==> config.mk <==
export PLATFORM = sky130hd
export DESIGN_NAME = fwd_hazard_unit
export DESIGN_NICKNAME = d
export VERILOG_FILES = /design/src/rtl/fwd_hazard_unit.sv
export SDC_FILE = /design/constraint.sdc
export NUM_CORES = 1
export LEC_CHECK = 0
export ABC_AREA = 0
export BUFFER_PORTS_ARGS = -buffer_cell sky130_fd_sc_hd__buf_4
export CORE_MARGIN = 1
export CORE_UTILIZATION = 35
export DETAILED_ROUTE_END_ITERATION = 6
export PLACE_DENSITY = 0.78
export SETUP_SLACK_MARGIN = 0.15
export SKIP_CTS_REPAIR_TIMING = 1
export SLEW_MARGIN = 20
export SYNTH_ARGS = -nofsm -noshare
export SYNTH_HDL_FRONTEND = slang
export SYNTH_SLANG_ARGS = --single-unit
==> constraint.sdc <==
create_clock -name clk -period 3.6 [get_ports clk]
set_input_delay 0 -clock clk [delete_from_list [all_inputs] [get_ports clk]]
set_output_delay 0 -clock clk [all_outputs]
set_load 0.01 [all_outputs]
==> src/rtl/fwd_hazard_unit.sv <==
// Forwarding and hazard unit for the 5-stage MIPS pipeline: operand/hi-lo bypass selects,
// load-use and divide interlocks, saturating stall counter. Divide interlock under FWD_DIV_INTERLOCK_EN.
module fwd_hazard_unit #(
  parameter int unsigned AW         = 5,
  parameter int unsigned NUM_SRC    = 2,
  parameter int unsigned DIV_CYCLES = 32,
  parameter int unsigned CNT_W      = 16
) (
  input  logic                    clk,
  input  logic                    rst,
  input  logic [NUM_SRC*AW-1:0]   src_addr_id,
  input  logic [NUM_SRC-1:0]      src_rd_id,
  input  logic                    is_branch_id,
  input  logic                    hilo_use_id,
  input  logic [NUM_SRC*AW-1:0]   src_addr_ex,
  input  logic [AW-1:0]           target_ex,
  input  logic                    we_ex,
  input  logic                    load_ex,
  input  logic                    div_start_ex,
  input  logic [AW-1:0]           src_addr_mem,
  input  logic [AW-1:0]           target_mem,
  input  logic                    we_mem,
  input  logic                    load_mem,
  input  logic                    we_hi_mem,
  input  logic                    we_lo_mem,
  input  logic [AW-1:0]           target_wb,
  input  logic                    we_wb,
  input  logic                    we_hi_wb,
  input  logic                    we_lo_wb,
  output logic [2*NUM_SRC-1:0]    fw_ex,
  output logic [2*NUM_SRC-1:0]    fw_br,
  output logic [1:0]              fw_hi,
  output logic [1:0]              fw_lo,
  output logic                    fw_ls,
  output logic                    stall_id,
  output logic                    bubble_ex,
  output logic                    div_busy,
  output logic                    div_done,
  output logic [CNT_W-1:0]        stall_cnt
);

  logic load_use;
  logic div_hold;
  logic stall;

  // Register 0 is hardwired, so a zero target never produces a match.
  function automatic logic hit(input logic [AW-1:0] a, input logic [AW-1:0] t, input logic we);
    return we && (t != '0) && (a == t);
  endfunction

  always_comb begin
    fw_ex    = '0;
    fw_br    = '0;
    fw_hi    = 2'd0;
    fw_lo    = 2'd0;
    fw_ls    = 1'b0;
    load_use = 1'b0;
    if (!rst) begin
      for (int unsigned i = 0; i < NUM_SRC; i++) begin
        if (hit(src_addr_ex[i*AW +: AW], target_mem, we_mem))
          fw_ex[2*i +: 2] = 2'd1;
        else if (hit(src_addr_ex[i*AW +: AW], target_wb, we_wb))
          fw_ex[2*i +: 2] = 2'd2;

        // A load still in EX has no data yet; fall through to the MEM producer.
        if (hit(src_addr_id[i*AW +: AW], target_ex, we_ex) && !load_ex)
          fw_br[2*i +: 2] = 2'd1;
        else if (hit(src_addr_id[i*AW +: AW], target_mem, we_mem))
          fw_br[2*i +: 2] = load_mem ? 2'd3 : 2'd2;

        if (src_rd_id[i] && load_ex && hit(src_addr_id[i*AW +: AW], target_ex, we_ex))
          load_use = 1'b1;
      end

      if (we_hi_mem)     fw_hi = 2'd1;
      else if (we_hi_wb) fw_hi = 2'd2;

      if (we_lo_mem)     fw_lo = 2'd1;
      else if (we_lo_wb) fw_lo = 2'd2;

      fw_ls = hit(src_addr_mem, target_wb, we_wb);
    end
  end

`ifdef FWD_DIV_INTERLOCK_EN
  localparam int unsigned DW = $clog2(DIV_CYCLES + 1);

  logic [DW-1:0] div_cnt;
  logic          unused_ok;

  // Busy counter: loads on a start when idle, then counts down to zero; starts while busy are ignored.
  always_ff @(posedge clk) begin
    if (rst)
      div_cnt <= '0;
    else if (div_cnt != '0)
      div_cnt <= div_cnt - DW'(1);
    else if (div_start_ex)
      div_cnt <= DW'(DIV_CYCLES);
  end

  assign div_busy  = !rst && (div_cnt != '0);
  assign div_done  = !rst && (div_cnt == DW'(1));
  assign div_hold  = !rst && hilo_use_id && (div_busy || div_start_ex);
  assign unused_ok = is_branch_id;
`else
  logic unused_ok;

  assign div_busy  = 1'b0;
  assign div_done  = 1'b0;
  assign div_hold  = 1'b0;
  assign unused_ok = ^{is_branch_id, div_start_ex, hilo_use_id, 32'(DIV_CYCLES)};
`endif

  assign stall     = load_use | div_hold;
  assign stall_id  = stall;
  assign bubble_ex = stall;

  // Saturating count of stalled cycles since reset.
  always_ff @(posedge clk) begin
    if (rst)
      stall_cnt <= '0;
    else if (stall && (stall_cnt != '1))
      stall_cnt <= stall_cnt + CNT_W'(1);
  end

endmodule

Word-level counts from Yosys, hierarchy flattened --
Index checks and enable logic that the tools add are counted. Widths: inputs -> output; s select.
Word-level totals: logic and storage cells 56, flip-flop bits (word level) 16, output and inout bits 33
Cells by class: add/subtract/negate cells 1, multiplexer cells 21, eq/ne operators 10, reduce and logical (&&, ||, !) cells 23
Operators with widths (count):
- $eq 5x5->1 | 9
- $mux 2 | 14
- $logic_and 1x1->1 | 19
- $add 16x1->16 const B | 1
- $ne 16x16->1 const B | 1
- $reduce_bool 5->1 | 3
- $mux 4 | 2
- $mux 1 | 5
- $logic_not 1->1 | 1

Logic depth before layout (Yosys ltp) --
Gate-level depths: netlist (run 1).
depth after elaboration 8, mapped depth 8

Worst setup path before layout (run 1) --
Ideal clock, no wire load.
path type register to register, start point register stall_cnt[8], end point register stall_cnt[15], library setup time 0.071 ns, stages on the path, launching flop included 6, data required time 3.529 ns, arrival 1.860 ns, path slack 1.669 ns, cell sequence dfxtp_1 -> nand4_2 -> or2_1 -> or4_4 -> or4_1 -> a21oi_1
Between the ends: cells in the longest elaborated chain, start to end 2, elaborated cells on any way between the ends 3
Ends and longest elaborated chain:
- start, declared | line 39 | output logic [CNT_W-1:0] stall_cnt
- start signal, assigned | line 123 | stall_cnt <= stall_cnt + CNT_W'(1);
- parallel branches: the longest is 2 deep, another holds $add 16x1->16
Several ways; the timed one is not identified. A chain may end at the register's enable or synchronous reset.

Worst setup path after layout (run 1) --
start point register stall_cnt[2], end point register stall_cnt[15]
The elaborated chain is that of the path after synthesis.

==> flow_summary.json, run 1 <==
{
  "worstSetupStartpointType": "flip-flop",
  "core_sq_mm": 0.00438,
  "ios": 89,
  "grt_usage": 0.169,
  "worstSkewPairLatency_ns": 0.25,
  "seq_power_share": 0.391,
  "synthMuxAreaShare": 0.0265,
  "dpl.cell_count": 324,
  "grt_pass1_wl_um": 6980,
  "fillers": 444,
  "instances_no_fill": 327,
  "critPathKind": "reg -> reg",
  "ir_drop_v": 0.0000865,
  "antenna_found_initial": 0,
  "fin_util": 0.519,
  "ys_seq_area_frac": 0.200,
  "netlist_instances": 200,
  "critPathCaptureType": "flip-flop",
  "initial_core_util": 0.366,
  "max_cap_violations": 0,
  "chipWidth_um": 69.7,
  "setup_tns_ns": 0,
  "viasPerCell": 5.33,
  "largest_reg_flops": 16,
  "max_freq_ghz": 0.479,
  "gr-total-overflow": 0,
  "grt_max_degree": 31,
  "cellPowerDensity_mw_per_mm2": 199,
  "drt-total-wl_um": 4220,
  "status": "completed",
  "hold_path.class": "in -> reg",
  "clock-root-buffer": "clkbuf_8",
  "io_buffers": 83,
  "final_area_sq_mm": 0.00227,
  "period_minus_slack_ns": 2.09,
  "yosysUniqueCellTypes": 44,
  "n_antenna_cell": 0,
  "power_leakage_nw": 0.932,
  "die_h_um": 69.7,
  "num_rows": 24,
  "rsz0062_at_grt": "false",
  "worstPathArrival_ns": 2.27,
  "first_iter_violations": 71,
  "finalNetCount": 334,
  "path_clk_slew_ns": 0.06,
  "internal-power_uw": 329,
  "synth_top_area_frac": 0.200,
  "clkSinkCount": 16,
  "grt_pass1_vias": 1614,
  "synthTopCellsByArea": "dfxtp_1 20%, xnor2_1 15%, xor2_1 10%",
  "synth_largest_area_cell": "dfxtp_1",
  "h-tree-depth": 1,
  "clkPwrFrac": 0.292,
  "async_reset_ff_frac": 0,
  "ys.flop_type": "dfxtp_1",
  "place_area_sq_mm": 0.00223,
  "synthMostInstantiatedCell": "xnor2_1",
  "setup_viol": 0,
  "syn_area_sq_mm": 0.00160,
  "combPwrFrac": 0.317,
  "hpwlAfterDp_um": 3500,
  "reg_top3": "stall_cnt: 16 flops",
  "synth-edff-count": 0,
  "wl_per_cell_um": 12.9,
  "cts_tree": "done",
  "dieArea_sq_mm": 0.00486,
  "worstPathRequired_ns": 3.78,
  "synth_seq_cells": 16,
  "synth_top_family_by_area": "simple AND/OR/NAND/NOR gates",
  "power.switching_uw": 124,
  "synth_compound_area_frac": 0.138,
  "firstDrtPassIters": 4,
  "synthTopCellsByCount": "28 x xnor2_1, 19 x xor2_1, 16 x dfxtp_1, 14 x nand3_1, 14 x nor2_1",
  "finalMaxSlewViolations": 0,
  "regMostFlops": "stall_cnt",
  "antenna_left": 0,
  "syn-mean-instance-area_sq_um": 8.02,
  "worst_slack_ns": 1.51,
  "swShare": 0.274,
  "finalClockSkew_ns": 0.00217,
  "synth-adder-area-share": 0.00780,
  "drive_gt1_frac": 0.360,
  "area_growth_pct": 41.7,
  "place.gp.congestion": 0.824,
  "yosys.area_share.simple": 0.324,
  "cts_made_buffers": 3,
  "cp_max_fo": 8,
  "routed-via-count": 1743,
  "period_share": 0.580,
  "drc": 0,
  "yosysWarnings": 0,
  "synth_xor_area_frac": 0.257,
  "cts_buffer_depth": 2,
  "place_ws_ns": 1.55,
  "finalHoldViolCount": 0
}
==> worst paths after layout <==
kind / start / end / slack, ns / depth (start not counted)
max: stall_cnt[2]$_SDFFE_PP0P_ / stall_cnt[15]$_SDFFE_PP0P_ / 1.51 / 5
min: rst / stall_cnt[0]$_SDFFE_PP0P_ / 0.12 / 2
max reg2reg: stall_cnt[2]$_SDFFE_PP0P_ / stall_cnt[15]$_SDFFE_PP0P_ / 1.51 / 5
min reg2reg: stall_cnt[15]$_SDFFE_PP0P_ / stall_cnt[15]$_SDFFE_PP0P_ / 0.51 / 2
==> cell families after synthesis <==
| logic type | count (synthesis) |
|---|---|
| other cells | 1 |
| compound gates | 31 |
| flops | 16 |
| buf+inv | 14 |
| simple gates | 86 |
| xor+xnor | 47 |
| fa+ha+maj | 1 |
| mux | 4 |
==> metal layers <==
metal	routed length (um)	share of wire	track usage
met1	1890	0.45	0.209
met5	0	0	0
met3	201	0.048	0.0247
met2	2090	0.50	0.309
met4	28	0.0066	0.0400
==> critical path, cell delays in order, from the launching register on <==
cell and delay (ns):
dfxtp_1 0.45, and4_1 0.27, nand4_1 0.27, or4_4 0.50, or4_1 0.41, a21oi_1 0.13
==> power by group through the flow <==
stage	Sequential, mW	Combinational, mW	Clock, mW
5_1_grt	0.177	0.156	0.150
4_1_cts	0.177	0.145	0.136
3_5_place_dp	0.181	0.144	0
3_3_place_gp	0.181	0.140	0
6_report	0.177	0.144	0.133
2_1_floorplan	0.181	0.0733	0
==> cell usage in the layout (no fill, tap or decap), types with 3 or more instances in the layout <==
cell type	netlist	final
clkbuf_8	0	3
or4_1	7	7
nand2_1	11	11
o31ai_1	5	5
and4_1	3	3
nor2b_1	5	5
xor2_1	19	19
dfxtp_1	16	16
buf_4	3	83
nor2_1	14	14
xnor2_1	28	28
o21ai_1	5	5
nor3_1	3	3
or3_2	3	3
nand3_1	14	14
nor4_1	11	11
a21oi_1	9	9
==> layout make-up <==
type / instances / area (sq um) / share of cell area
multi-input cells: 171 / 1220 / 0.535
repair buffers: 83 / 623 / 0.274
flip-flops and latches: 16 / 320 / 0.141
well taps: 52 / 65.1 / 0.0286
clock buffers: 3 / 41.3 / 0.0182
inverters: 2 / 7.51 / 0.00330
==> metrics by stage <==
step	hold slack (ns)	power [mW]
after floorplan	0.0495	0.254
after global placement	0.247	0.322
after detailed placement	0.250	0.325
after CTS	0.119	0.458
after global routing	0.142	0.483
final	0.116	0.453
Power figures use the tool's default switching activity.
==> run 2, diff against run 1 <==
==> constraint.sdc (replaced) <==
create_clock -name clk -period 2 [get_ports clk]
set_input_delay 0 -clock clk [delete_from_list [all_inputs] [get_ports clk]]
set_output_delay 0 -clock clk [all_outputs]
set_load 0.01 [all_outputs]
==> run 2 against run 1 <==
Register-to-register slack got worse by 1.4 ns. Global-route usage rose by 1.1 points. Power rose by 89%. Final cell count rose by 3.4%. Die area did not move. First-iteration DRC count rose by 56%. Sequential power rose by 76%. Core utilization rose by 3.0 points. Via count rose by 1.5%. Design area rose by 5.7%. Largest cell class unchanged.
==> flow_summary.json, run 2 (synthesis gave the netlist of run 1 again) <==
{
  "finalNetCount": 344,
  "die_h_um": 69.7,
  "setup_viol": 0,
  "n_antenna_cell": 0,
  "grt_pass1_wl_um": 7340,
  "grt_pass1_vias": 1658,
  "max_cap_violations": 0,
  "rsz0062_at_grt": "true",
  "regMostFlops": "stall_cnt",
  "reg_top3": "stall_cnt: 16 flops",
  "core_sq_mm": 0.00438,
  "wl_per_cell_um": 13.4,
  "initial_core_util": 0.366,
  "critPathCaptureType": "flip-flop",
  "drc": 0,
  "critPathKind": "reg -> reg",
  "ir_drop_v": 0.000155,
  "h-tree-depth": 1,
  "finalHoldViolCount": 0,
  "r2r_start": "stall_cnt[9]$_SDFFE_PP0P_",
  "cellPowerDensity_mw_per_mm2": 357,
  "routed-via-count": 1770,
  "area_growth_pct": 49.8,
  "total_power_uw": 858,
  "cts_tree": "done",
  "mostFrequentLayoutCell": "buf_4",
  "first_iter_violations": 111,
  "grt_busiest_layer": "met2",
  "gr-total-overflow": 0,
  "cts_buffer_depth": 2,
  "r2r_slack_ns": 0.14,
  "chipWidth_um": 69.7,
  "worstPathRequired_ns": 2.18,
  "dieArea_sq_mm": 0.00486,
  "power_leakage_nw": 1.00,
  "period_share": 0.932,
  "num_rows": 24,
  "clock-root-buffer": "clkbuf_8",
  "critPathLaunch": "stall_cnt[9]$_SDFFE_PP0P_",
  "max_freq_ghz": 0.537,
  "worstPathArrival_ns": 2.04,
  "grt_usage": 0.180,
  "hold_path.class": "in -> reg",
  "firstDrtPassIters": 4,
  "drt-total-wl_um": 4530,
  "fillers": 423,
  "crit_path_end": "stall_cnt[15]$_SDFFE_PP0P_",
  "grt_max_degree": 30,
  "period_minus_slack_ns": 1.86,
  "place.gp.congestion": 0.814,
  "largest_reg_flops": 16,
  "grt_use_met3": 0.0276,
  "status": "completed",
  "reg2regPathDepth": 5,
  "final_cell_mix": "93 x buf_4, 28 x xnor2_1, 19 x xor2_1",
  "clkSinkCount": 16,
  "antenna_left": 0,
  "cp_max_fo": 5,
  "met2_usage": 0.323,
  "met1_usage": 0.225,
  "worstSkewPairLatency_ns": 0.25,
  "hpwlAfterDp_um": 3520,
  "io_buffers": 83,
  "worstSetupStartpointType": "flip-flop",
  "path_clk_slew_ns": 0.06,
  "antenna_found_initial": 0,
  "setup_tns_ns": 0,
  "r2r-end": "stall_cnt[15]$_SDFFE_PP0P_",
  "ios": 89,
  "viasPerCell": 5.24,
  "drive_gt1_frac": 0.427,
  "cts_made_buffers": 3,
  "finalMaxSlewViolations": 0,
  "finalClockSkew_ns": 0.000873
}
==> run 2: final cells by class <==
class                      count  area, sq um  share of cell area
multi-input combinational    171         1230               0.513
timing repair buffer          93          698               0.290
sequential                    16          344               0.143
tap                           52         65.1              0.0271
clock buffer                   4         55.1              0.0229
inverter                       2         7.51             0.00312
==> run 2: how the worst min path moves through the flow <==
stage / startpoint / endpoint / slack (ns) / depth (start not counted)
final: load_ex / stall_cnt[12]$_SDFFE_PP0P_ / 0.18 / 4
after global routing: load_ex / stall_cnt[12]$_SDFFE_PP0P_ / 0.23 / 4
after CTS: load_ex / stall_cnt[12]$_SDFFE_PP0P_ / 0.18 / 4
after detailed placement: we_lo_mem / fw_lo[1] / 0.25 / 3
after global placement: we_lo_mem / fw_lo[1] / 0.25 / 3
after floorplan: we_hi_mem / fw_hi[1] / 0.05 / 1
==> run 2: critical path, cell delays in order (launching register included) <==
cell	delay, ns
dfxtp_4	0.38
nand4_4	0.10
or2_4	0.25
or4_4	0.53
or4_1	0.40
a21oi_1	0.13
==> run 2: per-stage QoR <==
step                setup slack (ns)  area (sq um)  instances  utilization  hold slack (ns)
detailed placement            0.0783          2290        330        0.522            0.250
finish                         0.137          2400        338        0.548            0.176
floorplan                      0.155          1620        201            -           0.0495
CTS                            0.112          2340        334        0.534            0.180
global placement               0.113          2290        330        0.522            0.249
global route                   0.100          2400        338        0.548            0.231
==> run 2: metal layers <==
layer,share of wire,vias to the layer above
li1,-,889
met1,0.44,800
met2,0.49,73
met3,0.058,8
met4,0.011,0
met5,0,-
==> run 2: power by group <==
part	internal, mW	switching, mW
logic	0.142	0.117
registers	0.312	0.0000725
clock network	0.174	0.113
